<file path="src/rtl/seq_detector_param_pkg.sv">
`default_nettype none
// ============================================================================
// Module      : seq_detector_param_pkg
// Description : Shared constants and helpers for the serial pattern detector.
// Revision    : 1.0 - initial release
// ============================================================================
package seq_detector_param_pkg;

    localparam int PAT_W_MIN = 2;
    localparam int PAT_W_MAX = 32;

    localparam logic [3:0] DEF_PATTERN = 4'b1001;

    // Bits needed to hold a fill level of 0..pat_w inclusive.
    function automatic int calc_fill_w(input int pat_w);
        return $clog2(pat_w + 1);
    endfunction

endpackage
`default_nettype wire

</file>
<file path="src/rtl/seq_detector_param_if.sv">
`default_nettype none
// ============================================================================
// Module      : seq_detector_param_if
// Description : Data/control bundle between the bit-serial source and detector.
// Revision    : 1.0 - initial release
// ============================================================================
interface seq_detector_param_if #(
    parameter int PAT_W = 4,
    parameter int CNT_W = 8
);
    logic             I;
    logic             in_valid;
    logic             overlap;
    logic             load;
    logic [PAT_W-1:0] pattern_in;
    logic             O;
    logic [CNT_W-1:0] match_count;
    logic [PAT_W-1:0] pattern;

    modport master (
        output I, in_valid, overlap, load, pattern_in,
        input  O, match_count, pattern
    );

    modport slave (
        input  I, in_valid, overlap, load, pattern_in,
        output O, match_count, pattern
    );
endinterface
`default_nettype wire

</file>
<file path="src/rtl/seq_detector_param_sat_counter.sv">
`default_nettype none
// ============================================================================
// Module      : sat_counter
// Description : W-bit up counter with synchronous clear that holds at all-ones.
// Revision    : 1.0 - initial release
// ============================================================================
module sat_counter #(
    parameter int W = 8
) (
    input  wire logic         clock,
    input  wire logic         reset,
    input  wire logic         clr,
    input  wire logic         inc,
    output logic      [W-1:0] q
);
    localparam logic [W-1:0] C_MAX = '1;

    always_ff @(posedge clock) begin
        if (reset || clr) begin
            q <= '0;
        end else if (inc && (q != C_MAX)) begin
            q <= q + W'(1);
        end
    end
endmodule
`default_nettype wire

</file>
<file path="src/rtl/seq_detector_param.sv">
`default_nettype none
// ============================================================================
// Module      : seq_detector_param
// Description : Programmable PAT_W-bit serial pattern detector, Moore match flag
//               with optional overlap and a saturating match counter.
// Revision    : 1.0 - initial release
// ============================================================================
module seq_detector_param
    import seq_detector_param_pkg::*;
#(
    parameter int               PAT_W     = 4,
    parameter int               CNT_W     = 8,
    parameter logic [PAT_W-1:0] PAT_RESET = PAT_W'(DEF_PATTERN)
) (
    input  wire logic            clock,
    input  wire logic            reset,
    seq_detector_param_if.slave  bus
);
    localparam int               FILL_W = calc_fill_w(PAT_W);
    localparam logic [FILL_W-1:0] C_FULL = FILL_W'(PAT_W);

    if ((PAT_W < PAT_W_MIN) || (PAT_W > PAT_W_MAX)) begin : g_pat_w_check
        $error("seq_detector_param: PAT_W out of legal range 2..32");
    end

    // The oldest history bit is shifted out before it is ever compared,
    // so only PAT_W-1 bits need to be stored.
    logic [PAT_W-2:0]  r_hist;
    logic [FILL_W-1:0] r_fill;
    logic              r_matched;
    logic [PAT_W-1:0]  r_pattern;

    logic              w_accept;
    logic [PAT_W-1:0]  w_nh;
    logic [FILL_W-1:0] w_nf;
    logic              w_hit;

    always_comb begin
        w_accept = bus.in_valid && !bus.load;
        w_nh     = {r_hist, bus.I};
        w_nf     = (r_fill == C_FULL) ? C_FULL : (r_fill + FILL_W'(1));
        w_hit    = (w_nf == C_FULL) && (w_nh == r_pattern);
    end

    always_ff @(posedge clock) begin
        if (reset) begin
            r_pattern <= PAT_RESET;
            r_hist    <= '0;
            r_fill    <= '0;
            r_matched <= 1'b0;
        end else if (bus.load) begin
            r_pattern <= bus.pattern_in;
            r_hist    <= '0;
            r_fill    <= '0;
            r_matched <= 1'b0;
        end else if (bus.in_valid) begin
            r_hist    <= w_nh[PAT_W-2:0];
            r_matched <= w_hit;
            // Non-overlapping mode forgets the matched run entirely.
            r_fill    <= (w_hit && !bus.overlap) ? '0 : w_nf;
        end
    end

    sat_counter #(
        .W (CNT_W)
    ) u_match_cnt (
        .clock (clock),
        .reset (reset),
        .clr   (bus.load),
        .inc   (w_accept && w_hit),
        .q     (bus.match_count)
    );

    assign bus.O       = r_matched;
    assign bus.pattern = r_pattern;

endmodule
`default_nettype wire

</file>
<file path="src/flat_wrapper.sv">
// flat-port wrapper written by rule: the top's interface ports become plain ports
module seq_detector_param_flat import seq_detector_param_pkg::*;
#(
    parameter int               PAT_W     = 4,
    parameter int               CNT_W     = 8,
    parameter logic [PAT_W-1:0] PAT_RESET = PAT_W'(DEF_PATTERN)
)
  (clock, reset, bus_I, bus_in_valid, bus_overlap, bus_load, bus_pattern_in, bus_O, bus_match_count, bus_pattern);
  seq_detector_param_if #(.PAT_W(PAT_W), .CNT_W(CNT_W)) bus_i ();
  input  wire logic clock;
  input  wire logic reset;
  input wire logic [$bits(bus_i.I)-1:0] bus_I;
  input wire logic [$bits(bus_i.in_valid)-1:0] bus_in_valid;
  input wire logic [$bits(bus_i.overlap)-1:0] bus_overlap;
  input wire logic [$bits(bus_i.load)-1:0] bus_load;
  input wire logic [$bits(bus_i.pattern_in)-1:0] bus_pattern_in;
  output wire logic [$bits(bus_i.O)-1:0] bus_O;
  output wire logic [$bits(bus_i.match_count)-1:0] bus_match_count;
  output wire logic [$bits(bus_i.pattern)-1:0] bus_pattern;
  assign bus_i.I = bus_I;
  assign bus_i.in_valid = bus_in_valid;
  assign bus_i.overlap = bus_overlap;
  assign bus_i.load = bus_load;
  assign bus_i.pattern_in = bus_pattern_in;
  assign bus_O = bus_i.O;
  assign bus_match_count = bus_i.match_count;
  assign bus_pattern = bus_i.pattern;
  seq_detector_param #(.PAT_W(PAT_W), .CNT_W(CNT_W), .PAT_RESET(PAT_RESET)) u_core (.clock(clock), .reset(reset), .bus(bus_i));
endmodule
</file>
<file path="config.mk">
export PLATFORM = sky130hd
export DESIGN_NAME = seq_detector_param_flat
export DESIGN_NICKNAME = d
export VERILOG_FILES = /design/src/rtl/seq_detector_param_pkg.sv /design/src/rtl/seq_detector_param_if.sv /design/src/rtl/seq_detector_param_sat_counter.sv /design/src/rtl/seq_detector_param.sv /design/src/flat_wrapper.sv
export SDC_FILE = /design/constraint.sdc
export NUM_CORES = 1
export LEC_CHECK = 0
export ABC_AREA = 0
export BUFFER_PORTS_ARGS = -buffer_cell sky130_fd_sc_hd__buf_4
export CAP_MARGIN = 20
export CORE_MARGIN = 4
export CORE_UTILIZATION = 54
export CTS_BUF_LIST = sky130_fd_sc_hd__clkbuf_4
export DETAILED_ROUTE_END_ITERATION = 12
export PLACE_DENSITY = 0.81
export SLEW_MARGIN = 10
export SYNTH_ARGS = -nofsm -noshare
export SYNTH_HDL_FRONTEND = slang
export SYNTH_SLANG_ARGS = --single-unit
</file>
<file path="constraint.sdc">
create_clock -name clock -period 2.25 [get_ports clock]
set_input_delay 0.1125 -clock clock [delete_from_list [all_inputs] [get_ports clock]]
set_output_delay 0.1125 -clock clock [all_outputs]
set_load 0.02 [all_outputs]
</file>
==> qor.csv <==
stage;metric;value;unit
global_route;Tot GR Track Use;16.4;%
synth;Synth Instances;103;
global_route;grt total ovfl;0;
min_path;Hold Crit Class;input port to flip-flop;
global_route;vias in the first global route;716;
cts;TritonCTS Sinks;19;
cts;H-tree Lvls;1;
drt;met3 wire len;113;µm
finish;area grow syn2layout;22.2;%
place;port buffer count;22;
critical_path;largest delay contributor family on the critical path;simple AND/OR/NAND/NOR gates;
synth;Syn Area/Cell;9.09;µm²
timing;Tcrit/Tclk final;93.1;%
finish;fin util;72.5;%
drt;First-pass DRT Iterations;4;
pwr;Leak;0.467;nW
critical_path;crit-path max cell delay;0.56;ns
finish;fill count;133;
critical_path;Worst EP arrival;2.33;ns
finish;fin cells;141;
drt;Antenna Nets Post-Route;0;
critical_path;critical path capture point type;flip-flop;
place;placed inst area;1090;µm²
timing;Setup Skew;0.00534;ns
synth;#FFs+latches synth;19;
die;Rows;14;
drt;# DRC;0;
critical_path;CP max FO;17;
timing;fin worst setup slack;0.154;ns
drt;DR vias;831;
drt;routed wire length per instance;13.6;µm
critical_path;CP Launch Type;flip-flop;
timing;Final Max Slew Viols;0;
place;DP Worst Slack;0.190;ns
die;area of the die;2460;µm²
place;Detailed Place HPWL;1.39;mm
critical_path;Crit-path slowest cell;or4_1;
die;core area;1580;µm²
cts;clock buffer depth;2;
finish;Total Nets Final;139;
timing;worst slew pin tran;0.377;ns
global_route;largest net degree at the start of global routing;18;
critical_path;kind of critical path;flip-flop to flip-flop;
timing;Max Fclk;477;MHz
global_route;initial antenna violation count;0;
synth;synth warn;0;
timing;Fin. Hold Viols;0;
synth;Cell Area, Synth;936;µm²
drt;WL final;1.92;mm
drt;vias per cell;5.89;
place;gpl congestion;0.824;
timing;final setup fails;0;
cts;CTS tree;yes;
cts;clk_lat worst skew;0.30;ns
place;DP Cell Count;135;
die;die span in y;49.6;µm
critical_path;CP cell instances;inv_1 -> ha_1 -> nor4_4 -> nand2_2 -> or4_1 -> a21oi_1;
drt;metal1 wirelength;925;µm
cts;cts bufs inserted;3;
timing;min Tclk post-route;2.10;ns
critical_path;Buffers & Inverters on Critical Path;1;
job;maxcap violations;0;
synth;Distinct cells, synth;29;
finish;Ant. Diodes;0;
drt;routed length on met2;848;µm
timing;Fin Setup TNS;0;ns
cts;clock root buffer;clkbuf_4;
pwr;PwrDens;524;nW/µm²
pwr;Peak supply drop;407;µV
timing;RSZ-0062 raised after global routing;no;
cts;clock slew at reported path FFs;0.11;ns
synth;sequential fraction of the synthesis area;40.6;%
drt;DR top layer;met4;
die;starting density of the core;59.4;%
finish;share of layout cells above drive strength 1;24.0;%
die;num ports;23;
global_route;wire length of the first global-routing pass;3.07;mm
drt;initial drt markers;19;
status;status;finished, final reports clean;
synth;syn nets;116;
critical_path;Data required, critical path;2.49;ns
cts;# Post-CTS Setup Buffers;0;
timing;slew margin rel.;74.8;%
die;chip width;49.6;µm
finish;design area;1140;µm²
==> worst register-to-register path, stage by stage, from the launching register on <==
cell	delay [ns]
dfxtp_1	0.40
inv_1	0.06
ha_1	0.34
nor4_4	0.31
nand2_2	0.22
or4_1	0.56
a21oi_1	0.15
==> area by class of cell <==
cell class,instances,area [µm²],area share (%)
Multi-Input combinational cell,75,517,45.2
Sequential cell,19,380,33.3
Inverter,3,11.3,0.985
Timing Repair Buffer,24,185,16.2
Tap cell,16,20.0,1.75
Clock buffer,4,30.0,2.63
==> cells by family after synthesis <==
family,count (synthesis),synth area share [%]
DFF,19,40.6
xor gates and xnor gates,4,3.74
buffers and inverters,9,4.14
muxes,7,7.49
adders and majority gates,3,4.01
AOI/OAI and AO/OA,23,15.0
and+or+nand+nor,38,25.0
==> placed cells by master, fill, tap and decap left out, drive strengths merged, types with 2 or more instances in the layout <==
| cell type | count |
|---|---|
| o21ai | 4 |
| dlygate4sd3 | 2 |
| nand3 | 3 |
| mux2i | 7 |
| nand4 | 4 |
| dfxtp | 19 |
| a211o | 2 |
| clkbuf | 4 |
| or3 | 2 |
| ha | 3 |
| buf | 22 |
| nor2 | 10 |
| inv | 3 |
| or4 | 5 |
| nand2b | 2 |
| nand2 | 3 |
| a21oi | 10 |
| xor2 | 4 |
| nor2b | 2 |
| o31ai | 6 |
==> flip-flops by register name, summed over array words and instances, names as in the netlist <==
name                  flops
u_core.bus.pattern        4
u_core.r_fill             3
u_core.bus.O              1
u_core.u_match_cnt.q      8
u_core.r_hist             3
==> Yosys cell counts <==
cell type / n / area, µm²
or3_1: 2 / 12.5
nor3_2: 1 / 10.0
and3b_1: 1 / 8.76
clkbuf_1: 4 / 15.0
or4_1: 5 / 37.5
dfxtp_1: 19 / 380
inv_1: 3 / 11.3
nand2_2: 1 / 6.26
buf_4: 1 / 7.51
o21ai_0: 4 / 20.0
mux2i_1: 7 / 70.1
xor2_1: 4 / 35.0
or2_2: 1 / 6.26
nor2b_1: 2 / 12.5
nand3_1: 3 / 15.0
a21oi_1: 10 / 50.1
nor4_4: 1 / 21.3
nand2b_1: 2 / 12.5
and3_1: 1 / 6.26
a211o_1: 2 / 17.5
and2_1: 1 / 6.26
and4_1: 1 / 8.76
nor2_1: 10 / 37.5
ha_1: 3 / 37.5
buf_2: 1 / 5.00
o31ai_1: 6 / 45.0
nand2_1: 2 / 7.51
nand4_1: 4 / 25.0
o211ai_1: 1 / 7.51
==> power breakdown <==
part,internal [W],switching [W],leakage [nW]
Clock,0.0000811,0.000103,0.0184
Combinational,0.0000333,0.0000333,0.294
Sequential,0.000343,0.00000606,0.154
==> layer usage <==
layer | GRT usage [%] | vias to the layer above
li1 | - | 420
met1 | 20.1 | 376
met2 | 25.1 | 31
met3 | 4.22 | 4
met4 | 10.6 | 0
met5 | 0 | -
==> repair_timing <==
item,4_1_cts,5_1_grt
hold buffers,2,0
endpoints found under the hold margin,3,0
resized for setup,0,0
==> per-stage QoR <==
step / total power, W / hold slack [ns]
6_report: 0.000599 / 0.0203
5_1_grt: 0.000635 / 0.00398
4_1_cts: 0.000610 / 0.00837
3_5_place_dp: 0.000421 / 0.321
3_3_place_gp: 0.000419 / 0.317
2_1_floorplan: 0.000396 / 0.185
==> worst paths after layout <==
path,cells after the start,end,start,slack [ns]
min,2,u_core.bus.pattern[3],bus_pattern_in[3],0.02
max,6,u_core.u_match_cnt.q[3],u_core.r_fill[0],0.15
max reg2reg,6,u_core.u_match_cnt.q[3],u_core.r_fill[0],0.15
min reg2reg,2,u_core.bus.O,u_core.bus.O,0.48
Power figures use the tool's default switching activity.
